--- config.mk ---
export PLATFORM = sky130hd
export DESIGN_NAME = nebula_fifo_arbiter_flat
export DESIGN_NICKNAME = d
export VERILOG_FILES = /design/src/rtl/nebula_fifo_arbiter_if.sv /design/src/rtl/nebula_fifo_arbiter.sv /design/src/flat_wrapper.sv
export SDC_FILE = /design/constraint.sdc
export NUM_CORES = 1
export LEC_CHECK = 0
export ABC_CLOCK_PERIOD_IN_PS = 1800
export CAP_MARGIN = 25
export CORE_ASPECT_RATIO = 1.5
export CORE_MARGIN = 8
export CORE_UTILIZATION = 25
export DETAILED_ROUTE_END_ITERATION = 8
export GPL_TIMING_DRIVEN = 0
export HOLD_SLACK_MARGIN = 0.15
export PLACE_DENSITY = 0.84
export REMOVE_ABC_BUFFERS = 1
export SYNTH_ARGS = -nofsm -noshare
export SYNTH_HDL_FRONTEND = slang
export SYNTH_SLANG_ARGS = --single-unit
--- constraint.sdc ---
create_clock -name clk -period 1.8 [get_ports clk]
set_input_delay 0.36 -clock clk [delete_from_list [all_inputs] [get_ports clk]]
set_output_delay 0.36 -clock clk [all_outputs]
set_load 0.02 [all_outputs]
--- src/rtl/nebula_fifo_arbiter_if.sv ---
// Requester-side and FIFO-write-side signal bundle for nebula_fifo_arbiter.
// The slave modport is the arbiter's view; master is the surrounding fabric.
interface nebula_fifo_arbiter_if #(
    parameter int NUM_REQ    = 4,
    parameter int DATA_WIDTH = 32
);
    logic [NUM_REQ-1:0]            req_valid;
    logic [NUM_REQ*DATA_WIDTH-1:0] req_data;
    logic [NUM_REQ-1:0]            req_last;
    logic [NUM_REQ-1:0]            req_ready;
    logic                          fifo_wr_en;
    logic [DATA_WIDTH-1:0]         fifo_wr_data;
    logic                          fifo_full;
    logic                          fifo_almost_full;

    modport master (
        output req_valid, req_data, req_last, fifo_full, fifo_almost_full,
        input  req_ready, fifo_wr_en, fifo_wr_data
    );

    modport slave (
        input  req_valid, req_data, req_last, fifo_full, fifo_almost_full,
        output req_ready, fifo_wr_en, fifo_wr_data
    );
endinterface

--- src/rtl/nebula_fifo_arbiter.sv ---
// Packet-level round-robin arbiter sharing one nebula_fifo write port among NUM_REQ requesters.
// Optional macro NEBULA_ARB_AF_THROTTLE_EN: hold off new grants while fifo_almost_full is high.
module nebula_fifo_arbiter #(
    parameter int NUM_REQ    = 4,
    parameter int DATA_WIDTH = 32,
    parameter int GID_W      = $clog2(NUM_REQ)
) (
    input  logic                 clk,
    input  logic                 rst,
    nebula_fifo_arbiter_if.slave bus,
    output logic [GID_W-1:0]     grant_id,
    output logic                 busy
);
    typedef enum logic {IDLE, BURST} state_e;

    state_e           state_q;
    logic [GID_W-1:0] prio_ptr_q;
    logic [GID_W-1:0] grant_q;
    logic             busy_q;

    logic             pick_found;
    logic [GID_W-1:0] pick_idx;
    logic [GID_W:0]   cand;
    logic             arb_en;
    logic             gnt_valid;
    logic             gnt_last;
    logic             xfer;

    // Rotating first-set scan starting at prio_ptr_q, wrapping modulo NUM_REQ.
    always_comb begin
        pick_found = 1'b0;
        pick_idx   = '0;
        cand       = '0;
        for (int k = 0; k < NUM_REQ; k++) begin
            cand = {1'b0, prio_ptr_q} + (GID_W+1)'(k);
            if (cand >= (GID_W+1)'(NUM_REQ)) begin
                cand = cand - (GID_W+1)'(NUM_REQ);
            end
            if (!pick_found && bus.req_valid[cand[GID_W-1:0]]) begin
                pick_found = 1'b1;
                pick_idx   = cand[GID_W-1:0];
            end
        end
    end

`ifdef NEBULA_ARB_AF_THROTTLE_EN
    assign arb_en = !bus.fifo_almost_full;
`else
    logic unused_af;
    assign arb_en    = 1'b1;
    assign unused_af = bus.fifo_almost_full;
`endif

    assign gnt_valid = bus.req_valid[grant_q];
    assign gnt_last  = bus.req_last[grant_q];

    // Reset gates the write strobe in the same cycle so an abandoned packet leaks nothing.
    assign xfer = !rst && (state_q == BURST) && gnt_valid && !bus.fifo_full;

    always_comb begin
        bus.req_ready = '0;
        if (!rst && (state_q == BURST) && !bus.fifo_full) begin
            bus.req_ready[grant_q] = 1'b1;
        end
    end

    assign bus.fifo_wr_en   = xfer;
    assign bus.fifo_wr_data = bus.req_data[int'(grant_q)*DATA_WIDTH +: DATA_WIDTH];

    always_ff @(posedge clk) begin
        if (rst) begin
            state_q    <= IDLE;
            prio_ptr_q <= '0;
            grant_q    <= '0;
            busy_q     <= 1'b0;
        end else begin
            case (state_q)
                IDLE: begin
                    if (pick_found && arb_en) begin
                        grant_q <= pick_idx;
                        state_q <= BURST;
                        busy_q  <= 1'b1;
                    end
                end
                BURST: begin
                    if (xfer && gnt_last) begin
                        state_q    <= IDLE;
                        busy_q     <= 1'b0;
                        prio_ptr_q <= (grant_q == GID_W'(NUM_REQ-1)) ? '0 : grant_q + GID_W'(1);
                    end
                end
                default: begin
                    state_q <= IDLE;
                    busy_q  <= 1'b0;
                end
            endcase
        end
    end

    assign grant_id = grant_q;
    assign busy     = busy_q;
endmodule
--- src/flat_wrapper.sv ---
// flat-port wrapper written by rule: the top's interface ports become plain ports
module nebula_fifo_arbiter_flat 
#(
    parameter int NUM_REQ    = 4,
    parameter int DATA_WIDTH = 32,
    parameter int GID_W      = $clog2(NUM_REQ)
)
  (clk, rst, grant_id, busy, bus_req_valid, bus_req_data, bus_req_last, bus_fifo_full, bus_fifo_almost_full, bus_req_ready, bus_fifo_wr_en, bus_fifo_wr_data);
  nebula_fifo_arbiter_if #(.NUM_REQ(NUM_REQ), .DATA_WIDTH(DATA_WIDTH)) bus_i ();
  input  logic clk;
  input  logic rst;
  output logic [GID_W-1:0] grant_id;
  output logic busy;
  input wire logic [$bits(bus_i.req_valid)-1:0] bus_req_valid;
  input wire logic [$bits(bus_i.req_data)-1:0] bus_req_data;
  input wire logic [$bits(bus_i.req_last)-1:0] bus_req_last;
  input wire logic [$bits(bus_i.fifo_full)-1:0] bus_fifo_full;
  input wire logic [$bits(bus_i.fifo_almost_full)-1:0] bus_fifo_almost_full;
  output wire logic [$bits(bus_i.req_ready)-1:0] bus_req_ready;
  output wire logic [$bits(bus_i.fifo_wr_en)-1:0] bus_fifo_wr_en;
  output wire logic [$bits(bus_i.fifo_wr_data)-1:0] bus_fifo_wr_data;
  assign bus_i.req_valid = bus_req_valid;
  assign bus_i.req_data = bus_req_data;
  assign bus_i.req_last = bus_req_last;
  assign bus_i.fifo_full = bus_fifo_full;
  assign bus_i.fifo_almost_full = bus_fifo_almost_full;
  assign bus_req_ready = bus_i.req_ready;
  assign bus_fifo_wr_en = bus_i.fifo_wr_en;
  assign bus_fifo_wr_data = bus_i.fifo_wr_data;
  nebula_fifo_arbiter #(.NUM_REQ(NUM_REQ), .DATA_WIDTH(DATA_WIDTH), .GID_W(GID_W)) u_core (.clk(clk), .rst(rst), .bus(bus_i), .grant_id(grant_id), .busy(busy));
endmodule
## Word level (Yosys, flattened, before mapping)

Index checks and enable logic that the tools add are counted.

| cells by class | value |
|---|---|
| reductions and logical operators | 17 |
| $mul | 0 |
| mux-type cells | 34 |
| shifts and indexed selects | 1 |
| eq/ne operators | 3 |
| divide/modulo/power cells | 0 |
| bitwise logic cells | 1 |
| magnitude comparators | 10 |
| add/sub/neg operators | 8 |

Operators with widths:

| cell | count |
|---|---|
| $shiftx A128 B8 Y32 | 1 |
| $mux W2 | 9 |
| $lt A2 B3 Y1 const B | 5 |
| $mux W1 | 15 |
| $bmux W1 S2 | 6 |
| $ge A3 B3 Y1 const B | 3 |
| $logic_and A1 B1 Y1 | 9 |
| $sub A2 B1 Y2 const B | 4 |
| $add A2 B2 Y3 const B | 2 |
| $reduce_and A2 Y1 | 3 |
| $logic_not A1 Y1 | 5 |
| $mux W4 | 1 |
| $pmux W1 S2 | 2 |
| $add A2 B1 Y3 const B | 1 |
| $ge A2 B3 Y1 const B | 1 |
| $add A2 B1 Y2 const B | 1 |
| $demux W1 S2 | 1 |
| $eq A2 B2 Y1 const B | 1 |
| $ge A2 B1 Y1 const B | 1 |
| $ne A2 B1 Y1 const B | 1 |
| $ne A2 B2 Y1 const B | 1 |
| $not A1 Y1 | 1 |

| storage, ports and cells | value |
|---|---|
| bits in latches | 0 |
| output and inout bits | 40 |
| input bits | 140 |
| memory bits (writable) | 0 |
| word-level logic and storage cells | 78 |
| memories | 0 |
| flip-flop bits (word level) | 6 |
| bits in read-only memories | 0 |

## Longest topological paths before layout

Gate-level depths: netlist (run 1).

| logic depth | value |
|---|---|
| depth after elaboration | 16 |
| mapped depth | 6 |
| depth with buffers taken out | 4 |

## Least setup slack after synthesis (run 1)

OpenSTA, ideal clock, no wires.

| timing | value |
|---|---|
| path type | reg-to-output |
| from | register u_core.grant_q[0] (netlist: u_core.grant_id[0]) |
| to | output port bus_fifo_wr_en |
| data arrival time | 1.588 ns |
| cell stages (with the launch flop) | 5 |
| path slack | -0.148 ns |
| path buffers | 1 |
| required time | 1.440 ns |
| cells stage by stage | dfxtp_1 -> buf_2 -> inv_2 -> mux2i_1 -> nor4_1 |

| between the ends | value |
|---|---|
| word-level cells in the longest chain between the ends | 4 |

RTL lines:

| what | RTL line | source |
|---|---|---|
| from (decl) | nebula_fifo_arbiter.sv:18 | `logic [GID_W-1:0] grant_q;` |
| from (signal assigned) | nebula_fifo_arbiter.sv:80 | `grant_q <= pick_idx;` |
| $bmux W1 S2 | nebula_fifo_arbiter.sv:54 | `assign gnt_valid = bus.req_valid[grant_q];` |
| $mux W1 (not written as such) | nebula_fifo_arbiter.sv:54 |  |
| $logic_and A1 B1 Y1 (2 in series) | nebula_fifo_arbiter.sv:58 | `assign xfer = !rst && (state_q == BURST) && gnt_valid && !bus.fifo_full;` |
| to (decl) | flat_wrapper.sv:20 | `output wire logic [$bits(bus_i.fifo_wr_en)-1:0] bus_fifo_wr_en;` |

No other way between the ends. The select of a mux whose other input is x is not followed.

## Final worst setup path (run 1)

| timing | value |
|---|---|
| from | register u_core.grant_q[0] (netlist: u_core.grant_id[0]) |
| to | output port bus_fifo_wr_data[0] |

| between the ends | value |
|---|---|
| word-level cells in the longest chain between the ends | 1 |

RTL lines:

| what | RTL line | source |
|---|---|---|
| $shiftx A128 B8 Y32 | nebula_fifo_arbiter.sv:68 | `assign bus.fifo_wr_data = bus.req_data[int'(grant_q)*DATA_WIDTH +: DATA_WIDTH];` |
| to (decl) | flat_wrapper.sv:21 | `output wire logic [$bits(bus_i.fifo_wr_data)-1:0] bus_fifo_wr_data;` |

No other way between the ends.

==> impl_metrics.env, run 1 <==
export IMPL_start_kind="flop"
export IMPL_cp_slowest_cell="mux4_2"
export IMPL_dp_slack_ns=-0.7591
export IMPL_p_per_area_mw_per_mm2=363.1
export IMPL_gp_congestion=0.7441
export IMPL_numCtsBuffers=3
export IMPL_drive_gt1_frac=0.3620
export IMPL_hold_viol=0
export IMPL_failed_checks="setup timing"
export IMPL_layout_common_cells="clkdlybuf4s50_1 (133), mux4_2 (32), buf_6 (32)"
export IMPL_cts_max_path_buffers=2
export IMPL_fin_crit_ns=1.887
export IMPL_cts_hold_buf=0
export IMPL_final_max_slew_viol_count=0
export IMPL_grt_pass1_vias=1874
export IMPL_fmax_mhz=529.9
export IMPL_critical_path_top_delay_family="multiplexers"
export IMPL_dp_hpwl_mm=6.575
export IMPL_cts_tree="yes"
export IMPL_clock_root_buffer="clkbuf_8"
export IMPL_firstDrtPassIters=4
export IMPL_port_buffers=178
export IMPL_wl_per_cell_um=22.56
export IMPL_grt_antenna_before_repair=0
export IMPL_syn2layout_area_growth_pct=161.8
export IMPL_tightest_slew_ns=0.4658
export IMPL_die_y_um=103.5
export IMPL_required_ns=1.44
export IMPL_vias_per_cell=4.928
export IMPL_insertion_delay_ns=0.22
export IMPL_slew_headroom=0.6869
export IMPL_crit_buf_inv=3
export IMPL_final_area_mm2=0.003338
export IMPL_place_area_mm2=0.003129
export IMPL_num_antenna_cells=0
export IMPL_wl_mm=7.830
export IMPL_yosysSeqAreaShare=0.09421
export IMPL_cp_end_kind="primary output"
export IMPL_synthCells=95
export IMPL_vias=1710
export IMPL_critical_path_most_common_cell="buf_12"
export IMPL_grt_overflow=0
export IMPL_synth_top_cells_by_area="mux4_2 (57%), dfxtp_1 (9.4%), mux2_4 (4.7%), ha_1 (3.9%), mux2i_1 (3.1%)"
export IMPL_h_tree_depth=1
export IMPL_grt_total_usage=0.1844
export IMPL_finClkSkew_ns=0.001331
export IMPL_final_common_cell="clkdlybuf4s50_1"
export IMPL_drc=0
export IMPL_p_total_mw=1.212
export IMPL_fin_crit_sh=1.048
export IMPL_maxCapViolations=0
export IMPL_avgSynthCellArea_um2=13.42
export IMPL_dieArea_mm2=0.007688
export IMPL_ys_ff_latch=6
export IMPL_fin_ws_ns=-0.08714
export IMPL_cts_num_sinks=6
export IMPL_core_area_mm2=0.005045
export IMPL_io_pins=180
export IMPL_cp_arrival_ns=1.53
export IMPL_synth_top_area_share=0.5653
export IMPL_synthDistinctLibCells=28
export IMPL_clk_pin_slew_worst_paths_ns=0.04
export IMPL_max_stage_delay_ns=0.52
export IMPL_setup_viol=23
export IMPL_peakVddDrop_mv=0.2602
export IMPL_yosys_area_top_type="mux4_2"
export IMPL_yosys_warnings=0
export IMPL_synth_area_mm2=0.001275
export IMPL_cp_cell_sequence="buf_12 > buf_12 > mux4_2 > buf_6"
export IMPL_grt_pass1_wl_mm=10.54
export IMPL_fin_nets=425
export IMPL_tns_ns=-1.144
export IMPL_ant_nets=0
export IMPL_drtIter0Drc=53
export IMPL_crit_fanout=9
export IMPL_p_leak_nw=1.261
export IMPL_grt_max_degree=27
export IMPL_die_x_um=74.31
export IMPL_final_core_util=0.6617
export IMPL_fill_cells=413
export IMPL_rsz0062_at_grt="true"
export IMPL_start_util=0.2527
export IMPL_status="finished, violations left"
export IMPL_hp_class="reg -> reg"
export IMPL_rows=32
export IMPL_path_class="reg -> out"
==> final timing paths <==
path	from	slack, ns	cells after the start	to
hold reg to reg	u_core.busy$_SDFFE_PP0P_	0.49	2	u_core.busy$_SDFFE_PP0P_
setup reg to reg	u_core.state_q$_SDFF_PP0_	0.22	5	u_core.prio_ptr_q[0]$_SDFFE_PP0P_
setup / recovery	u_core.grant_id[0]$_SDFFE_PP0P_	-0.09	4	bus_fifo_wr_data[0]
hold / removal	u_core.busy$_SDFFE_PP0P_	0.49	2	u_core.busy$_SDFFE_PP0P_
==> report_power, final <==
group          switching (mW)  internal, mW
Combinational           0.301         0.562
Clock                  0.0542         0.143
Sequential             0.0109         0.140
==> Yosys cell counts, drive strengths merged <==
cell     n
a21boi   1
nor3b    1
o21ai    2
mux2i    4
a21oi    6
inv      4
nor4     2
dfxtp    6
nand4    2
o32ai    1
ha       4
o221ai   2
nor3     1
buf      6
o41a     1
mux2     5
clkbuf   3
nor2     3
o21a     1
and2     4
nand2b   3
nand2    1
mux4    32
==> timing repair <==
| item | CTS | global route |
|---|---|---|
| hold endpoints to repair | 0 | 0 |
| setup endpoints to repair | 40 | 36 |
| gates cloned | 3 | 0 |
| gates resized for setup | 209 | 30 |
| buffers inserted | 9 | 1 |
| pin swaps | 2 | 1 |
==> sequential cells by signal (all words and copies together) (netlist names) <==
| register | cells |
|---|---|
| u_core.busy | 1 |
| u_core.grant_id | 2 |
| u_core.prio_ptr_q | 2 |
| u_core.state_q | 1 |
==> layer usage <==
layer  up-vias  track usage  wire length [um]  share of wire
li1        784            -                 -              -
met1       815       0.1758              2394           0.31
met5         -            0                 0              0
met4         0      0.02727                78          0.010
met3         8      0.06467               856           0.11
met2       103       0.3662              4500           0.57
==> layout make-up <==
cell class / count / area [um2] / share of cell area
Clock buffer: 3 / 41.29 / 0.01237
Inverter: 4 / 17.52 / 0.005247
Multi-Input combinational cell: 76 / 1116 / 0.3343
Sequential cell: 6 / 127.6 / 0.03823
Tap cell: 68 / 85.08 / 0.02549
Timing Repair Buffer: 190 / 1951 / 0.5843
==> worst register-to-register path: stages (launching register included) <==
cell and delay [ns]:
dfxtp_1 0.42, nor3b_4 0.32, buf_4 0.17, nand4_1 0.11
nand2_2 0.15, mux2_4 0.31
==> cell families (layout without fill, tap and decap cells) <==
family / count (synthesis) / count (layout) / synth area share
and+or+nand+nor: 17 / 17 / 0.08635
muxes: 41 / 41 / 0.6526
AOI/OAI and AO/OA: 14 / 14 / 0.07263
buffers and inverters: 13 / 197 / 0.05496
adders and majority gates: 4 / 4 / 0.03926
DFF: 6 / 6 / 0.09421
==> metrics by stage <==
step / instances / hold slack, ns
3_3_place_gp: 332 / 0.4754
2_1_floorplan: 86 / 0.4291
5_1_grt: 347 / 0.5167
3_5_place_dp: 334 / 0.4666
6_report: 347 / 0.4883
4_1_cts: 349 / 0.4900
Power figures use the tool's default switching activity.
==> run 2, diff against run 1 <==
--- a/config.mk
+++ b/config.mk
@@ -13,7 +13,7 @@
 export DETAILED_ROUTE_END_ITERATION = 8
 export GPL_TIMING_DRIVEN = 0
 export HOLD_SLACK_MARGIN = 0.15
-export PLACE_DENSITY = 0.84
+export PLACE_DENSITY_LB_ADDON = 0.2
 export REMOVE_ABC_BUFFERS = 1
 export SYNTH_ARGS = -nofsm -noshare
 export SYNTH_HDL_FRONTEND = slang
==> impl_metrics.env, run 2 (synthesis gave the netlist of run 1 again) <==
export IMPL_grt_max_degree=20
export IMPL_vias_per_cell=4.994
export IMPL_clk_pin_slew_worst_paths_ns=0.04
export IMPL_hold_viol=0
export IMPL_fin_crit_ns=1.867
export IMPL_final_common_cell="clkdlybuf4s50_1"
export IMPL_syn2layout_area_growth_pct=153.6
export IMPL_start_util=0.2527
export IMPL_path_class="reg -> out"
export IMPL_dp_hpwl_mm=6.907
export IMPL_wl_mm=8.184
export IMPL_p_total_mw=1.173
export IMPL_grt_pass1_vias=1943
export IMPL_start_kind="flop"
export IMPL_peakVddDrop_mv=0.4361
export IMPL_fmax_mhz=535.7
export IMPL_grt_pass1_wl_mm=11.66
export IMPL_wl_per_cell_um=23.59
export IMPL_die_y_um=103.5
export IMPL_tightest_slew_ns=0.4140
export IMPL_h_tree_depth=1
export IMPL_hp_class="reg -> reg"
export IMPL_numCtsBuffers=3
export IMPL_drive_gt1_frac=0.3548
export IMPL_fin_crit_sh=1.037
export IMPL_instances_no_fill=347
export IMPL_io_pins=180
export IMPL_p_per_area_mw_per_mm2=362.8
export IMPL_cp_slowest_cell="mux4_2"
export IMPL_setup_viol=32
export IMPL_die_x_um=74.31
export IMPL_slew_headroom=0.7217
export IMPL_crit_buf_inv=2
export IMPL_fin_ws_ns=-0.06668
export IMPL_hold_start="u_core.busy$_SDFFE_PP0P_"
export IMPL_grt_overflow=0
export IMPL_grt_total_usage=0.2053
export IMPL_max_stage_delay_ns=0.51
export IMPL_cp_depth=3
export IMPL_critPathLaunch="u_core.grant_id[0]$_SDFFE_PP0P_"
export IMPL_layout_common_cells="clkdlybuf4s50_1 (134), mux4_2 (32), buf_2 (24)"
export IMPL_final_area_mm2=0.003233
export IMPL_drtIter0Drc=30
export IMPL_gp_congestion=0.7942
export IMPL_cp_arrival_ns=1.51
export IMPL_status="finished, violations left"
export IMPL_grt_antenna_before_repair=0
export IMPL_cp_end_kind="primary output"
export IMPL_crit_fanout=9
export IMPL_r2r_cells=6
export IMPL_failed_checks="setup timing"
export IMPL_finClkSkew_ns=0.001808
export IMPL_ff2ff_setup_slack_ns=0.12
export IMPL_tns_ns=-1.188
export IMPL_cp_cell_sequence="buf_12 > mux4_2 > buf_2"
export IMPL_endpoint="bus_fifo_wr_data[1]"
export IMPL_reg2reg_from="u_core.grant_id[1]$_SDFFE_PP0P_"
export IMPL_cts_tree="yes"
export IMPL_cts_num_sinks=6
export IMPL_port_buffers=178
export IMPL_maxCapViolations=0
export IMPL_insertion_delay_ns=0.22
export IMPL_r2r_end="u_core.prio_ptr_q[0]$_SDFFE_PP0P_"
export IMPL_rsz0062_at_grt="true"
export IMPL_required_ns=1.44
export IMPL_core_area_mm2=0.005045
export IMPL_critical_path_top_delay_family="multiplexers"
export IMPL_whs_path_depth=2
export IMPL_num_antenna_cells=0
export IMPL_clock_root_buffer="clkbuf_8"
export IMPL_dp_cells=334
export IMPL_vias=1733
export IMPL_dieArea_mm2=0.007688
export IMPL_cts_max_path_buffers=2
export IMPL_dp_slack_ns=-0.7494
export IMPL_p_leak_nw=1.227
export IMPL_place_area_mm2=0.003129
export IMPL_final_max_slew_viol_count=0
export IMPL_ant_nets=0
export IMPL_drc=0
export IMPL_fin_nets=425
export IMPL_rows=32
export IMPL_firstDrtPassIters=4
run 2: cell types whose count changed in the layout (fill, tap and decap cells not counted), sizes merged:
cell / before / now
buf: 49 / 48
clkdlybuf4s50: 133 / 134
dlygate4sd2: 6 / 5
clkdlybuf4s15: 1 / 2
run 2: worst min path at each step:
stage	to	slack [ns]
after global placement	u_core.busy$_SDFFE_PP0P_	0.48
after floorplan	u_core.grant_id[0]$_SDFFE_PP0P_	0.43
final	u_core.busy$_SDFFE_PP0P_	0.49
after global routing	u_core.busy$_SDFFE_PP0P_	0.51
after detailed placement	u_core.busy$_SDFFE_PP0P_	0.49
after CTS	u_core.busy$_SDFFE_PP0P_	0.49
run 2: power breakdown:
part	switching, mW	leakage, nW	internal, mW	total (mW)
clock network	0.0610	0.0216	0.144	0.205
logic	0.294	1.15	0.522	0.816
registers	0.0115	0.0508	0.141	0.152
run 2: area by class of cell:
cell class / count / area (um2)
fillers: 439 / 1812
repair buffers: 190 / 1868
well taps: 68 / 85.08
clock buffers: 3 / 41.29
multi-input cells: 76 / 1095
flip-flops and latches: 6 / 128.9
inverters: 4 / 15.01
run 2: timing repair:
item	4_1_cts	5_1_grt
hold buffers	0	0
setup endpoints to repair	39	36
gates resized for setup	179	12
setup buffers	8	0
pin swaps	1	0
cloned	2	0
run 2: worst min-delay path, stage by stage (launching register included):
cell,delay [ns]
dfxtp_1,0.31
nand2b_1,0.07
o32ai_1,0.06
run 2: layer usage:
layer  global-route usage  routed length (um)  share of wire  vias to the layer above
li1                     -                   -              -                      784
met1               0.2096                2689           0.33                      822
met2               0.3580                4002           0.49                      119
met3               0.1178                1393           0.17                        8
met4              0.03333                  99          0.012                        0
met5                    0                   0              0                        -
run 2: stage by stage:
step           utilization  hold slack [ns]
4_1_cts             0.6339           0.4915
5_1_grt             0.6409           0.5071
2_1_floorplan            -           0.4291
3_5_place_dp        0.6203           0.4871
3_3_place_gp        0.6119           0.4811
6_report            0.6409           0.4937
==> run 3, diff against run 2 <==
==> constraint.sdc (replaced) <==
create_clock -name clk -period 1.8 [get_ports clk]
set_input_delay 0.18 -clock clk [delete_from_list [all_inputs] [get_ports clk]]
set_output_delay 0.18 -clock clk [all_outputs]
set_load 0.02 [all_outputs]
==> impl_metrics.env, run 3 (synthesis gave the netlist of run 1 again) <==
export IMPL_p_per_area_mw_per_mm2=359.0
export IMPL_vias=1722
export IMPL_max_stage_delay_ns=0.50
export IMPL_cp_arrival_ns=1.59
export IMPL_reg2reg_from="u_core.grant_id[1]$_SDFFE_PP0P_"
export IMPL_hold_start="u_core.busy$_SDFFE_PP0P_"
export IMPL_fin_nets=421
export IMPL_drtIter0Drc=48
export IMPL_required_ns=1.62
export IMPL_dp_slack_ns=-0.5694
export IMPL_crit_fanout=9
export IMPL_fin_crit_ns=1.766
export IMPL_clock_root_buffer="clkbuf_8"
export IMPL_insertion_delay_ns=0.22
export IMPL_grt_pass1_wl_mm=11.59
export IMPL_seqCellArea_um2=128.9
export IMPL_numCtsBuffers=3
export IMPL_wl_mm=8.293
export IMPL_drive_gt1_frac=0.3273
export IMPL_start_kind="flop"
export IMPL_wl_per_cell_um=24.18
export IMPL_cp_end_kind="primary output"
export IMPL_multi_input_area_mm2=0.001095
export IMPL_finalHoldWorstSlack_ns=0.4941
export IMPL_grt_total_usage=0.2039
export IMPL_peakVddDrop_mv=0.4296
export IMPL_intPower_mw=0.7846
export IMPL_hp_class="reg -> reg"
export IMPL_tightest_slew_ns=0.4138
export IMPL_cts_num_sinks=6
export IMPL_syn2layout_area_growth_pct=149.9
export IMPL_die_y_um=103.5
export IMPL_critPathLaunch="u_core.grant_id[0]$_SDFFE_PP0P_"
export IMPL_fmax_mhz=566.3
export IMPL_io_pins=180
export IMPL_drc=0
export IMPL_die_x_um=74.31
export IMPL_num_antenna_cells=0
export IMPL_p_total_mw=1.144
export IMPL_use_met2=0.3533
export IMPL_grt_pass1_vias=1906
export IMPL_switching_share=0.3140
export IMPL_fin_crit_sh=0.9810
export IMPL_place_area_mm2=0.003129
export IMPL_power_frac_seq=0.133
export IMPL_cts_max_path_buffers=2
export IMPL_start_util=0.2527
export IMPL_layout_common_cells="clkdlybuf4s50_1 (140), mux4_2 (32), clkbuf_2 (14)"
export IMPL_port_buffers=178
export IMPL_clk_pin_slew_worst_paths_ns=0.04
export IMPL_rsz0062_at_grt="true"
export IMPL_p_leak_nw=1.180
export IMPL_grt_max_degree=20
export IMPL_grt_antenna_before_repair=0
export IMPL_maxCapViolations=0
export IMPL_cp_slowest_cell="mux4_2"
export IMPL_comb_power_share=0.687
export IMPL_h_tree_depth=1
export IMPL_final_area_mm2=0.003186
export IMPL_dieArea_mm2=0.007688
export IMPL_whs_path_depth=2
export IMPL_grt_util_met3=0.1120
export IMPL_final_common_cell="clkdlybuf4s50_1"
export IMPL_finClkSkew_ns=0.001709
export IMPL_cts_tree="yes"
export IMPL_status="completed"
export IMPL_core_area_mm2=0.005045
export IMPL_gp_congestion=0.7942
export IMPL_cts_hold_buf=0
export IMPL_gr_usage_met1=0.2181
export IMPL_switching_power_mw=0.3592
export IMPL_final_max_slew_viol_count=0
export IMPL_slew_headroom=0.7218
export IMPL_ant_nets=0
export IMPL_rows=32
export IMPL_path_class="reg -> out"
export IMPL_fin_ws_ns=0.03413
export IMPL_clkPwrFrac=0.179
export IMPL_fill_cells=455
export IMPL_r2r_cells=5
export IMPL_grt_overflow=0
export IMPL_grt_busiest_layer="met2"
export IMPL_hold_viol=0
export IMPL_firstDrtPassIters=4
export IMPL_vias_per_cell=5.020
export IMPL_setup_viol=0
export IMPL_cp_cell_sequence="buf_12 > mux4_2 > clkdlybuf4s15_2"
export IMPL_dp_hpwl_mm=6.907
run 3: changes by cell type in the layout (fill, tap and decap cells not counted), moves of 2 or more:
cell	change
buf_16	-2
buf_12	-2
clkdlybuf4s50_1	+6
buf_4	-3
clkbuf_2	+14
buf_2	-15
buf_6	-12
clkdlybuf4s15_2	+8
run 3: worst max-delay path: cells and delay by family, from the launching register on:
family | cells | cell delay (ns)
mux | 1 | 0.50
buf+inv | 2 | 0.45
flops | 1 | 0.40
run 3: what timing repair did:
item / in CTS / in global routing
cloned: 1 / 1
buffers inserted: 4 / 0
pin swaps: 1 / 0
resized for setup: 86 / 34
hold endpoints to repair: 0 / 0
setup endpoints to repair: 38 / 34
run 3: power groups by stage:
stage                     Clock [mW]  Sequential (mW)  Combinational (mW)
after global placement             0            0.190               0.761
after CTS                      0.205            0.151               0.806
after detailed placement           0            0.165               0.803
after global routing           0.209            0.154               0.834
final                          0.205            0.153               0.786
after floorplan                    0            0.183               0.276
run 3: layout make-up:
class                      instances  area share
clock buffer                       3     0.01296
inverter                           4    0.004713
multi-input combinational         76      0.3437
sequential                         6     0.04046
tap                               68     0.02671
timing repair buffer             186      0.5715
run 3: path summary, 6_finish.rpt:
path	endpoint	slack (ns)
setup reg to reg	u_core.prio_ptr_q[0]$_SDFFE_PP0P_	0.09
setup / recovery	bus_fifo_wr_data[29]	0.03
hold / removal	u_core.busy$_SDFFE_PP0P_	0.49
hold reg to reg	u_core.busy$_SDFFE_PP0P_	0.49
run 3: metal layers:
layer  routed length [um]  vias to the layer above
met5                    0                        -
met4                   36                        0
met3                 1299                        4
met2                 4101                      122
met1                 2856                      821
li1                     -                      775
run 3: metrics by stage:
| stage | utilization | cells | setup TNS, ns |
|---|---|---|---|
| 2_1_floorplan | - | 86 | -33.25 |
| 3_3_place_gp | 0.6119 | 332 | -67.59 |
| 3_5_place_dp | 0.6203 | 334 | -16.08 |
| 6_report | 0.6314 | 343 | 0 |
| 5_1_grt | 0.6314 | 343 | -0.01651 |
| 4_1_cts | 0.6473 | 342 | -0.001227 |
